## src/rtl/fft_source_capture_if.sv

```systemverilog
// Avalon-ST source link from the FFT core.
// master = FFT core side, slave = capture side.
interface fft_source_capture_if #(
  parameter int DATA_W = 16
);
  logic                     source_valid;
  logic                     source_ready;
  logic                     source_sop;
  logic                     source_eop;
  logic [1:0]               source_error;
  logic signed [DATA_W-1:0] source_real;
  logic signed [DATA_W-1:0] source_imag;
  logic [5:0]               source_exp;

  modport master (
    output source_valid,
    output source_sop,
    output source_eop,
    output source_error,
    output source_real,
    output source_imag,
    output source_exp,
    input  source_ready
  );

  modport slave (
    input  source_valid,
    input  source_sop,
    input  source_eop,
    input  source_error,
    input  source_real,
    input  source_imag,
    input  source_exp,
    output source_ready
  );
endinterface

```

## src/rtl/fft_source_capture.sv

```systemverilog
// FFT source-stream capture: framing checks, bin power, frame handoff.
// Optional PEAK_DETECT_EN adds peak_pwr/peak_bin over bins 1..FFT_PTS/2-1.
module fft_source_capture #(
  parameter int FFT_PTS = 1024,
  parameter int DATA_W  = 16,
  parameter int ADDR_W  = 10,
  parameter int PWR_W   = 33
) (
  input  logic              clk,
  input  logic              reset_n,
  fft_source_capture_if.slave src,
  input  logic              frame_ack,
  input  logic              err_clr,
  output logic              wr_en,
  output logic [ADDR_W-1:0] wr_addr,
  output logic [PWR_W-1:0]  wr_data,
  output logic              frame_done,
  output logic [5:0]        frame_exp,
  output logic [2:0]        err_flags
`ifdef PEAK_DETECT_EN
  ,
  output logic [PWR_W-1:0]  peak_pwr,
  output logic [ADDR_W-1:0] peak_bin
`endif
);

  typedef enum logic [1:0] {
    IDLE,
    CAPTURE,
    DONE
  } state_t;

  localparam logic [ADDR_W-1:0] LAST = ADDR_W'(FFT_PTS - 1);

  state_t state, state_nxt;

  logic [ADDR_W-1:0] cnt, cnt_nxt, bin;
  logic              bad, bad_nxt, bad_now;
  logic              acc, beat, last_good;
  logic              src_err;
  logic [2:0]        err_set;

  logic signed [2*DATA_W-1:0] re_x, im_x;
  logic signed [2*DATA_W-1:0] sq_re, sq_im;
  logic                       s1_vld, s1_last;
  logic [ADDR_W-1:0]          s1_addr;
  logic [PWR_W-1:0]           pwr_s1;

  assign src.source_ready = (state != DONE);
  assign acc     = src.source_valid & src.source_ready;
  assign src_err = (src.source_error != 2'b00);

  always_comb begin
    state_nxt = state;
    cnt_nxt   = cnt;
    bad_nxt   = bad;
    bad_now   = 1'b0;
    err_set   = 3'b000;
    beat      = 1'b0;
    bin       = cnt;
    last_good = 1'b0;
    unique case (state)
      IDLE: begin
        if (acc && src.source_sop) begin
          beat = 1'b1;
          bin  = '0;
        end
      end
      CAPTURE: begin
        if (acc) begin
          beat = 1'b1;
          if (src.source_sop) begin
            bin        = '0;
            err_set[0] = 1'b1;
          end
        end
      end
      DONE: begin
        if (frame_ack && frame_done)
          state_nxt = IDLE;
      end
      default: state_nxt = IDLE;
    endcase
    // A sop beat opens a fresh frame, so earlier bad beats no longer count.
    if (beat) begin
      bad_now = (src.source_sop ? 1'b0 : bad) | src_err;
      if (src_err)
        err_set[2] = 1'b1;
      cnt_nxt   = bin + ADDR_W'(1);
      bad_nxt   = bad_now;
      state_nxt = CAPTURE;
      if (src.source_eop) begin
        state_nxt = IDLE;
        if (bin != LAST) begin
          err_set[0] = 1'b1;
        end else if (!bad_now) begin
          state_nxt = DONE;
          last_good = 1'b1;
        end
      end else if (bin == LAST) begin
        err_set[1] = 1'b1;
        state_nxt  = IDLE;
      end
    end
  end

  always_ff @(posedge clk or negedge reset_n) begin
    if (!reset_n) begin
      state <= IDLE;
      cnt   <= '0;
      bad   <= 1'b0;
    end else begin
      state <= state_nxt;
      cnt   <= cnt_nxt;
      bad   <= bad_nxt;
    end
  end

  assign re_x   = (2*DATA_W)'(src.source_real);
  assign im_x   = (2*DATA_W)'(src.source_imag);
  assign pwr_s1 = PWR_W'($unsigned(sq_re))
                + PWR_W'($unsigned(sq_im));

  always_ff @(posedge clk or negedge reset_n) begin
    if (!reset_n) begin
      s1_vld     <= 1'b0;
      s1_last    <= 1'b0;
      s1_addr    <= '0;
      sq_re      <= '0;
      sq_im      <= '0;
      wr_en      <= 1'b0;
      wr_addr    <= '0;
      wr_data    <= '0;
      frame_done <= 1'b0;
      frame_exp  <= '0;
      err_flags  <= '0;
    end else begin
      s1_vld  <= beat;
      s1_last <= last_good;
      s1_addr <= bin;
      if (beat) begin
        sq_re <= re_x * re_x;
        sq_im <= im_x * im_x;
      end
      wr_en   <= s1_vld;
      wr_addr <= s1_addr;
      wr_data <= pwr_s1;
      if (beat && src.source_sop)
        frame_exp <= src.source_exp;
      err_flags <= (err_flags & ~{3{err_clr}}) | err_set;
      // Rise together with the final bin's write, never ahead of it.
      if (s1_vld && s1_last)
        frame_done <= 1'b1;
      else if (state == DONE && frame_ack)
        frame_done <= 1'b0;
    end
  end

`ifdef PEAK_DETECT_EN
  localparam logic [ADDR_W-1:0] HALF = ADDR_W'(FFT_PTS / 2);

  logic              s1_sop, in_rng;
  logic [PWR_W-1:0]  run_pwr;
  logic [ADDR_W-1:0] run_bin;

  assign in_rng = (s1_addr != '0) && (s1_addr < HALF);

  always_ff @(posedge clk or negedge reset_n) begin
    if (!reset_n) begin
      s1_sop   <= 1'b0;
      run_pwr  <= '0;
      run_bin  <= '0;
      peak_pwr <= '0;
      peak_bin <= '0;
    end else begin
      s1_sop <= beat & src.source_sop;
      // Strict compare keeps the lower bin on ties.
      if (s1_vld && s1_sop) begin
        run_pwr <= '0;
        run_bin <= '0;
      end else if (s1_vld && in_rng && pwr_s1 > run_pwr) begin
        run_pwr <= pwr_s1;
        run_bin <= s1_addr;
      end
      if (s1_vld && s1_last) begin
        peak_pwr <= run_pwr;
        peak_bin <= run_bin;
      end
    end
  end
`endif

endmodule

```

## src/flat_wrapper.sv

```systemverilog
// flat-port wrapper written by rule: the top's interface ports become plain ports
module fft_source_capture_flat 
#(
  parameter int FFT_PTS = 1024,
  parameter int DATA_W  = 16,
  parameter int ADDR_W  = 10,
  parameter int PWR_W   = 33
)
  (clk, reset_n, frame_ack, err_clr, wr_en, wr_addr, wr_data, frame_done, frame_exp, err_flags, src_source_valid, src_source_sop, src_source_eop, src_source_error, src_source_real, src_source_imag, src_source_exp, src_source_ready);
  fft_source_capture_if #(.DATA_W(DATA_W)) src_i ();
  input  logic clk;
  input  logic reset_n;
  input  logic frame_ack;
  input  logic err_clr;
  output logic wr_en;
  output logic [ADDR_W-1:0] wr_addr;
  output logic [PWR_W-1:0] wr_data;
  output logic frame_done;
  output logic [5:0] frame_exp;
  output logic [2:0] err_flags;
  input wire logic [$bits(src_i.source_valid)-1:0] src_source_valid;
  input wire logic [$bits(src_i.source_sop)-1:0] src_source_sop;
  input wire logic [$bits(src_i.source_eop)-1:0] src_source_eop;
  input wire logic [$bits(src_i.source_error)-1:0] src_source_error;
  input wire logic [$bits(src_i.source_real)-1:0] src_source_real;
  input wire logic [$bits(src_i.source_imag)-1:0] src_source_imag;
  input wire logic [$bits(src_i.source_exp)-1:0] src_source_exp;
  output wire logic [$bits(src_i.source_ready)-1:0] src_source_ready;
  assign src_i.source_valid = src_source_valid;
  assign src_i.source_sop = src_source_sop;
  assign src_i.source_eop = src_source_eop;
  assign src_i.source_error = src_source_error;
  assign src_i.source_real = src_source_real;
  assign src_i.source_imag = src_source_imag;
  assign src_i.source_exp = src_source_exp;
  assign src_source_ready = src_i.source_ready;
  fft_source_capture #(.FFT_PTS(FFT_PTS), .DATA_W(DATA_W), .ADDR_W(ADDR_W), .PWR_W(PWR_W)) u_core (.clk(clk), .reset_n(reset_n), .src(src_i), .frame_ack(frame_ack), .err_clr(err_clr), .wr_en(wr_en), .wr_addr(wr_addr), .wr_data(wr_data), .frame_done(frame_done), .frame_exp(frame_exp), .err_flags(err_flags));
endmodule
```

## config.mk

```make
export PLATFORM = sky130hd
export DESIGN_NAME = fft_source_capture_flat
export DESIGN_NICKNAME = d
export VERILOG_FILES = /design/src/rtl/fft_source_capture_if.sv /design/src/rtl/fft_source_capture.sv /design/src/flat_wrapper.sv
export SDC_FILE = /design/constraint.sdc
export NUM_CORES = 1
export LEC_CHECK = 0
export ABC_AREA = 0
export CAP_MARGIN = 20
export CORE_ASPECT_RATIO = 1.5
export CORE_UTILIZATION = 50
export CTS_BUF_LIST = sky130_fd_sc_hd__clkbuf_8
export CTS_CLUSTER_SIZE = 30
export DETAILED_ROUTE_END_ITERATION = 8
export DONT_BUFFER_PORTS = 1
export GPL_ROUTABILITY_DRIVEN = 0
export PLACE_DENSITY_LB_ADDON = 0.15
export RECOVER_POWER = 25
export SLEW_MARGIN = 10
export SYNTH_ARGS = -nofsm -noshare
export SYNTH_HDL_FRONTEND = slang
export SYNTH_SLANG_ARGS = --single-unit
```

## constraint.sdc

```tcl
create_clock -name clk -period 5.6 [get_ports clk]
set_input_delay 0.84 -clock clk [delete_from_list [all_inputs] [get_ports clk]]
set_output_delay 0.84 -clock clk [all_outputs]
set_load 0.02 [all_outputs]
```

==> flow_metrics.env, run 1 <==
export IMPL_status="finished, violations left"
export IMPL_violations="negative setup slack"
export IMPL_critPathKind="in -> reg"
export IMPL_die_area_mm2=0.0485
export IMPL_antenna_found_initial=1
export IMPL_slew_violations=0
export IMPL_critPathArrivalTime_ns=6.04
export IMPL_drive_above_1_share_pct=19.3
export IMPL_slew_headroom_pct=35.0
export IMPL_numPortBuffers=0
export IMPL_grt_pass1_wl_um=91900
export IMPL_die_h_um=269
export IMPL_hold_class="in -> async"
export IMPL_cap_violations=0
export IMPL_synthFlopType="dfrtp_1"
export IMPL_drt_antenna_violating_nets=0
export IMPL_r2r_start="u_core.sq_im[15]$_DFFE_PN0P_"
export IMPL_first_pass_iters=6
export IMPL_tightest_slew_ns=0.974
export IMPL_clkTransAtPathRegs_ns=0.09
export IMPL_yosysTopAreaCell="fa_1"
export IMPL_start_kind="input port"
export IMPL_nets=3438
export IMPL_r2r_setup_slack_ns=2.88
export IMPL_grt_max_degree=142
export IMPL_reg2reg_to="u_core.wr_data[30]$_DFF_PN0_"
export IMPL_start_util_pct=50.8
export IMPL_grt_usage_pct=23.5
export IMPL_die_x_um=180
export IMPL_fmax_ghz=0.176
export IMPL_setup_viol=4
export IMPL_drc_errors=0
export IMPL_syn_num_nets=3214
export IMPL_cts_max_path_buffers=2
export IMPL_wl_um=53600
export IMPL_grt_pass1_vias=19200
export IMPL_htreeDepth=4
export IMPL_ys_seq_area_share_pct=14.8
export IMPL_ys_types=72
export IMPL_synthCells=2485
export IMPL_drt_iter0_markers=470
export IMPL_post_route_min_period_ns=5.70
export IMPL_cts_made_buffers=17
export IMPL_finalCritPeriodShare_pct=102
export IMPL_reg2reg_depth=9
export IMPL_cts_sinks=141
export IMPL_clock_latency_ns=0.47
export IMPL_core_mm2=0.0468
export IMPL_async_reset_ff_share_pct=100
export IMPL_synth_seq_cells=141
export IMPL_synth_commonest_cells="inv_1, fa_1, nand2_1, ha_1, dfrtp_1"
export IMPL_dp_slack_ns=-0.660
export IMPL_synth_top_area_share_pct=39.4
export IMPL_nFillCells=4055
export IMPL_critical_path_required_ns=5.95
export IMPL_synth_edf_count=0
export IMPL_vias=16800
export IMPL_pin_count=102
export IMPL_overflow=0
export IMPL_row_count=97
export IMPL_netlist_area_mm2=0.0238
export IMPL_wl_per_cell_um=16.1
export IMPL_setup_slack_ns=-0.0956
export IMPL_dp_hpwl_um=45500
export IMPL_avgSynthCellArea_um2=9.57
export IMPL_rsz0062_at_grt="yes"
export IMPL_path_max_fanout=15
export IMPL_ys_top_cells_by_area="fa_1, dfrtp_1, ha_1"
export IMPL_cts_tree="done"
export IMPL_ys_warn_count=0
export IMPL_critPathCaptureType="flop"
export IMPL_synth_most_common_cell="inv_1"
export IMPL_cts_root_buf="clkbuf_8"
export IMPL_skew_ns=0.0150
export IMPL_ctsHoldBuffers=0
export IMPL_via_per_inst=5.05
export IMPL_area_growth_pct=16.6
export IMPL_hold_viol_final=0
-- layout by cell type (no fill, tap or decap), drive strengths merged, types with 13 or more instances in the layout --
master,instances
a211oi,13
nand2,250
o21ai,85
xnor2,74
o21a,23
inv,652
fa,468
and2,95
nor3,17
nand3,22
nor2,99
clkbuf,18
ha,214
buf,269
a21o,29
a21oi,58
dfrtp,141
xor2,33
-- area by class of cell --
| type | count | area, µm² | share of cell area [%] |
|---|---|---|---|
| multi-input combinational | 1632 | 18500 | 66.7 |
| inverter | 647 | 2450 | 8.85 |
| sequential | 141 | 3530 | 12.7 |
| tap | 594 | 743 | 2.68 |
| clock inverter | 15 | 128 | 0.460 |
| clock buffer | 17 | 234 | 0.844 |
| antenna | 1 | 2.50 | 0.00902 |
| timing repair buffer | 270 | 2140 | 7.73 |
-- state kept, by name (all words and copies together) (netlist names) --
signal / flops
u_core.err_flags: 3
u_core.wr_addr: 10
u_core.wr_en: 1
u_core.state: 2
u_core.frame_exp: 6
u_core.frame_done: 1
u_core.sq_im: 31
u_core.bad: 1
u_core.cnt: 10
u_core.wr_data: 33
u_core.s1_vld: 1
u_core.s1_addr: 10
u_core.s1_last: 1
u_core.sq_re: 31
-- critical path, stage by stage --
cell	delay, ns
inv_8	0.07
buf_12	0.12
buf_12	0.10
buf_4	0.13
nor2_1	0.06
fa_1	0.48
inv_1	0.05
fa_1	0.47
inv_1	0.05
fa_1	0.48
fa_1	0.54
fa_1	0.58
fa_1	0.44
ha_1	0.31
nand2_1	0.11
nor3_1	0.27
a31o_4	0.15
a21oi_4	0.04
a31o_4	0.26
o2111a_1	0.22
a221o_1	0.26
-- how the worst max path moves through the flow --
stage                             start                           end  slack [ns]
detailed placement  src_source_real[15]  u_core.sq_re[29]$_DFFE_PN0P_       -0.66
finish              src_source_imag[15]  u_core.sq_im[31]$_DFFE_PN0P_        -0.1
floorplan           src_source_real[14]  u_core.sq_re[29]$_DFFE_PN0P_       -0.45
global placement    src_source_real[12]  u_core.sq_re[29]$_DFFE_PN0P_       -0.60
global route        src_source_real[15]  u_core.sq_re[31]$_DFFE_PN0P_       -0.25
CTS                 src_source_real[15]  u_core.sq_re[29]$_DFFE_PN0P_       -0.02
-- repair_timing --
action	4_1_cts	5_1_grt
pin swaps	58	72
gates cloned	0	1
buffers inserted	7	14
endpoints found under the setup margin	14	27
gates resized for setup	40	98
hold endpoints to repair	0	0
-- through the flow --
step	hold WS, ns	util (%)	cells	area [µm²]	TNS, ns
after floorplan	0.331	-	2485	24500	-5.26
after global placement	0.335	56.9	3264	26700	-12.68
after detailed placement	0.336	56.9	3264	26700	-13.91
after CTS	0.00896	58.1	3302	27200	-0.0504
after global routing	0.0111	59.2	3317	27700	-2.40
final	0.0525	59.2	3317	27700	-0.265
-- routing by layer --
layer	track usage, %	up-vias	share of wire, %
met5	0	-	0
met4	7.44	0	2.8
met3	2.17	80	2.7
met2	45.2	234	55
met1	27.2	8478	39
li1	-	7963	-
-- logic make-up after synthesis --
logic type	synth area share, %
buf+inv	11.2
compound gates	8.19
xor+xnor	3.94
flops	14.8
simple gates	10.7
mux	0.452
fa+ha+maj	50.6
Power of run 1 is left out: the tool's default activity adds up to more than one toggle a clock period on the data nets, which glitch-free logic cannot reach.
==> run 2: changes to the inputs <==
--- a/config.mk
+++ b/config.mk
@@ -16,6 +16,7 @@
 export GPL_ROUTABILITY_DRIVEN = 0
 export PLACE_DENSITY_LB_ADDON = 0.15
 export RECOVER_POWER = 25
+export SKIP_LAST_GASP = 1
 export SLEW_MARGIN = 10
 export SYNTH_ARGS = -nofsm -noshare
 export SYNTH_HDL_FRONTEND = slang
==> flow_metrics.env, run 2 (synthesis gave the netlist of run 1 again) <==
export IMPL_grt_pass1_vias=19200
export IMPL_slew_violations=0
export IMPL_reg2reg_depth=9
export IMPL_tightest_slew_ns=0.971
export IMPL_drc_errors=0
export IMPL_wl_um=53500
export IMPL_finalCritPeriodShare_pct=101
export IMPL_status="finished, violations left"
export IMPL_drt_iter0_markers=449
export IMPL_critPathKind="in -> reg"
export IMPL_drt_antenna_violating_nets=0
export IMPL_htreeDepth=4
export IMPL_largest_reg_flops=33
export IMPL_cts_tree="done"
export IMPL_slew_headroom_pct=35.2
export IMPL_die_x_um=180
export IMPL_clock_latency_ns=0.47
export IMPL_wl_per_cell_um=16.2
export IMPL_rsz0062_at_grt="yes"
export IMPL_r2r_setup_slack_ns=2.88
export IMPL_hold_viol_final=0
export IMPL_critPathCaptureType="flop"
export IMPL_grt_max_degree=142
export IMPL_start_util_pct=50.8
export IMPL_vias=16800
export IMPL_core_mm2=0.0468
export IMPL_cp_slowest_cell="fa_1"
export IMPL_numPortBuffers=0
export IMPL_nets=3434
export IMPL_dp_hpwl_um=45500
export IMPL_pin_count=102
export IMPL_cap_violations=0
export IMPL_path_cells="clkinvlp_4, nor2_4, inv_2, fa_1, inv_2, fa_1, inv_1, fa_1, inv_1, fa_1, fa_1, inv_2, fa_1, inv_2, ha_4, nand3_4, o21ai_4, a31o_4, a21oi_4, a31o_4, o2111a_1, a221o_1"
export IMPL_overflow=0
export IMPL_grt_pass1_wl_um=91900
export IMPL_cts_root_buf="clkbuf_8"
export IMPL_path_max_fanout=13
export IMPL_die_area_mm2=0.0485
export IMPL_design_area_mm2=0.0277
export IMPL_skew_ns=0.0175
export IMPL_start_kind="input port"
export IMPL_startpoint="src_source_imag[12]"
export IMPL_cts_made_buffers=17
export IMPL_fmax_ghz=0.176
export IMPL_antenna_found_initial=1
export IMPL_dp_slack_ns=-0.660
export IMPL_final_common_cell="inv_1"
export IMPL_slowest_delay_ns=0.53
export IMPL_critPathArrivalTime_ns=6.03
export IMPL_setup_slack_ns=-0.0785
export IMPL_post_route_min_period_ns=5.68
export IMPL_clkTransAtPathRegs_ns=0.09
export IMPL_hold_class="in -> async"
export IMPL_path_common_cell="fa_1"
export IMPL_row_count=97
export IMPL_cts_sinks=141
export IMPL_first_pass_iters=4
export IMPL_final_cell_mix="inv_1, fa_1, buf_4"
export IMPL_largest_register="u_core.wr_data"
export IMPL_area_growth_pct=16.3
export IMPL_setup_viol=5
export IMPL_top_regs="u_core.wr_data: 33 flops, u_core.sq_im: 31 flops, u_core.sq_re: 31 flops"
export IMPL_die_h_um=269
export IMPL_cp_endpoint="u_core.sq_im[31]$_DFFE_PN0P_"
export IMPL_cts_max_path_buffers=2
export IMPL_drive_above_1_share_pct=19.0
export IMPL_critical_path_required_ns=5.95
export IMPL_grt_usage_pct=23.5
export IMPL_via_per_inst=5.06
export IMPL_violations="negative setup slack"
export IMPL_r2r_start="u_core.sq_im[15]$_DFFE_PN0P_"
export IMPL_reg2reg_to="u_core.wr_data[30]$_DFF_PN0_"
export IMPL_placedInstanceArea_mm2=0.0267
-- run 2: changes by cell type in the layout (fill, tap and decap cells not counted), moves of 2 or more --
cell / delta
nand2_1: +3
buf_4: -2
inv_1: +2
inv_2: -2
nand2_2: -2
nand2_4: -2
-- run 2: timing repair --
| action | in CTS | in global routing |
|---|---|---|
| buffers inserted | 7 | 10 |
| endpoints found under the hold margin | 0 | 0 |
| gates cloned | 0 | 1 |
| setup endpoints to repair | 14 | 27 |
| hold buffers | 0 | 0 |
| pin swaps | 58 | 69 |
| resized for setup | 38 | 90 |
-- run 2: worst min path at each step --
stage	to	slack, ns	cells after the start
after floorplan	u_core.wr_addr[0]$_DFF_PN0_	0.33	0
after global placement	u_core.wr_addr[5]$_DFF_PN0_	0.34	0
after detailed placement	u_core.wr_addr[5]$_DFF_PN0_	0.34	0
after CTS	u_core.wr_addr[6]$_DFF_PN0_	0.009	0
after global routing	u_core.wr_addr[8]$_DFF_PN0_	0.01	0
final	u_core.wr_addr[6]$_DFF_PN0_	0.05	0
-- run 2: final cells by class --
class	count	area [µm²]
flip-flops and latches	141	3530
repair buffers	266	2100
fillers	4061	19200
inverters	647	2450
diodes	1	2.50
clock inverters	15	128
well taps	594	743
clock buffers	17	234
multi-input cells	1632	18500
-- run 2: routing by layer --
layer  routed length [µm]  share of wire, %  global-route usage (%)  up-vias
met2                29400                55                    45.2      258
met1                20900                39                    27.2     8437
met5                    0                 0                       0        -
met4                 1630               3.0                    7.44        0
li1                     -                 -                       -     7960
met3                 1500               2.8                    2.17       95
-- run 2: through the flow --
step	hold WS [ns]	instances	util (%)	TNS [ns]
floorplan	0.331	2485	-	-5.26
global placement	0.335	3264	56.9	-12.68
detailed placement	0.336	3264	56.9	-13.91
CTS	0.00896	3302	58.1	-0.0650
global route	0.0111	3313	59.1	-2.63
finish	0.0522	3313	59.1	-0.262
-- run 2: critical path, delay by kind of cell --
family          cells  cell delay, ns
simple gates        2            0.27
fa+ha+maj           7            3.28
compound gates      6            1.16
buf+inv             7            0.45
Power of run 2 is left out for the same reason.
==> run 3: changes to the inputs <==
==> constraint.sdc (replaced) <==
create_clock -name clk -period 5.9 [get_ports clk]
set_input_delay 0.885 -clock clk [delete_from_list [all_inputs] [get_ports clk]]
set_output_delay 0.885 -clock clk [all_outputs]
set_load 0.02 [all_outputs]
==> flow_metrics.env, run 3 (synthesis gave the netlist of run 1 again) <==
export IMPL_status="finished clean"
export IMPL_wl_um=52600
export IMPL_die_area_mm2=0.0485
export IMPL_hold_slack_ns=0.0966
export IMPL_wl_per_cell_um=16.1
export IMPL_final_cell_mix="inv_1, fa_1, nand2_1"
export IMPL_critPathArrivalTime_ns=6.11
export IMPL_critPathKind="in -> reg"
export IMPL_place_inst=3229
export IMPL_critical_path_required_ns=6.24
export IMPL_cts_root_buf="clkbuf_8"
export IMPL_cap_violations=0
export IMPL_setup_viol=0
export IMPL_start_util_pct=50.8
export IMPL_cts_sinks=141
export IMPL_multi_input_area_mm2=0.0182
export IMPL_clkTransAtPathRegs_ns=0.09
export IMPL_grt_usage_pct=23.1
export IMPL_cts_tree="done"
export IMPL_htreeDepth=4
export IMPL_area_growth_pct=13.6
export IMPL_nFillCells=4178
export IMPL_start_kind="input port"
export IMPL_hold_class="in -> async"
export IMPL_cts_made_buffers=17
export IMPL_drt_iter0_markers=596
export IMPL_clock_latency_ns=0.47
export IMPL_slew_violations=0
export IMPL_grt_max_degree=142
export IMPL_tightest_slew_ns=1.03
export IMPL_row_count=97
export IMPL_first_pass_iters=5
export IMPL_vias=16300
export IMPL_skew_ns=0.0133
export IMPL_largest_reg_flops=33
export IMPL_pin_count=102
export IMPL_slew_headroom_pct=31.3
export IMPL_fin_cells=3272
export IMPL_grt_pass1_wl_um=90200
export IMPL_die_x_um=180
export IMPL_nets=3393
export IMPL_post_route_min_period_ns=5.77
export IMPL_overflow=0
export IMPL_finalCritPeriodShare_pct=97.8
export IMPL_core_mm2=0.0468
export IMPL_rsz0062_at_grt="yes"
export IMPL_top_regs="u_core.wr_data: 33 flops, u_core.sq_im: 31 flops, u_core.sq_re: 31 flops"
export IMPL_dp_hpwl_um=45700
export IMPL_hold_viol_final=0
export IMPL_drive_above_1_share_pct=15.3
export IMPL_critPathCaptureType="flop"
export IMPL_die_h_um=269
export IMPL_largest_register="u_core.wr_data"
export IMPL_cts_max_path_buffers=2
export IMPL_final_common_cell="inv_1"
export IMPL_drc_errors=0
export IMPL_antenna_found_initial=1
export IMPL_numPortBuffers=0
export IMPL_drt_antenna_violating_nets=0
export IMPL_regArea_mm2=0.00353
export IMPL_utilization_pct=57.7
export IMPL_fmax_ghz=0.173
export IMPL_path_max_fanout=17
export IMPL_via_per_inst=4.99
export IMPL_grt_pass1_vias=18400
run 3: layer usage:
layer  up-vias  GRT usage (%)  share of wire, %
met5         -              0                 0
met3        68           2.43               2.4
met2       201           43.8                55
met1      8205           27.0                40
met4         0           7.67               2.8
li1       7869              -                 -
run 3: path summary, 6_finish.rpt:
kind                                              startpoint                           end  slack [ns]  cells after the start
worst max-delay path                     src_source_real[15]  u_core.sq_re[31]$_DFFE_PN0P_        0.13                     20
worst min-delay path                                 reset_n   u_core.wr_addr[9]$_DFF_PN0_         0.1                      0
worst max register to register  u_core.sq_im[15]$_DFFE_PN0P_  u_core.wr_data[27]$_DFF_PN0_        3.21                      9
worst min register to register   u_core.s1_addr[4]$_DFF_PN0_   u_core.wr_addr[4]$_DFF_PN0_        0.35                      0
max in group asynchronous                            reset_n  u_core.sq_im[28]$_DFFE_PN0P_        5.53                      0
min in group clk                 u_core.s1_addr[4]$_DFF_PN0_   u_core.wr_addr[4]$_DFF_PN0_        0.35                      0
run 3: timing repair:
item,CTS,global route
gates resized for setup,1,52
pin swaps,0,44
hold buffers,0,0
setup buffers,0,10
endpoints found under the setup margin,1,16
run 3: layout make-up:
class	instances	area share [%]
Multi-Input combinational cell	1632	67.2
Sequential cell	141	13.1
Inverter	647	9.05
Timing Repair Buffer	225	6.35
Tap cell	594	2.75
Clock buffer	18	0.917
Clock inverter	14	0.639
Antenna cell	1	0.00926
run 3: critical path, cell delays in order:
cell	delay (ns)
clkinvlp_4	0.13
nor2_4	0.17
fa_2	0.53
buf_12	0.16
fa_2	0.60
fa_1	0.45
fa_1	0.48
fa_1	0.50
inv_1	0.05
fa_1	0.47
inv_1	0.06
ha_4	0.22
and3_4	0.20
a31oi_4	0.21
buf_6	0.14
a21boi_4	0.07
a2111oi_4	0.40
o31ai_2	0.14
xnor2_1	0.16
o21ai_1	0.08
run 3: metrics by stage:
stage	setup TNS (ns)	setup slack (ns)	area, µm²
after floorplan	-0.704	-0.197	24400
after global placement	-6.16	-0.405	26300
after detailed placement	-7.66	-0.464	26300
after CTS	0	0.0462	26700
after global routing	-0.174	-0.0587	27000
final	0	0.130	27000
Power of run 3 is left out for the same reason.
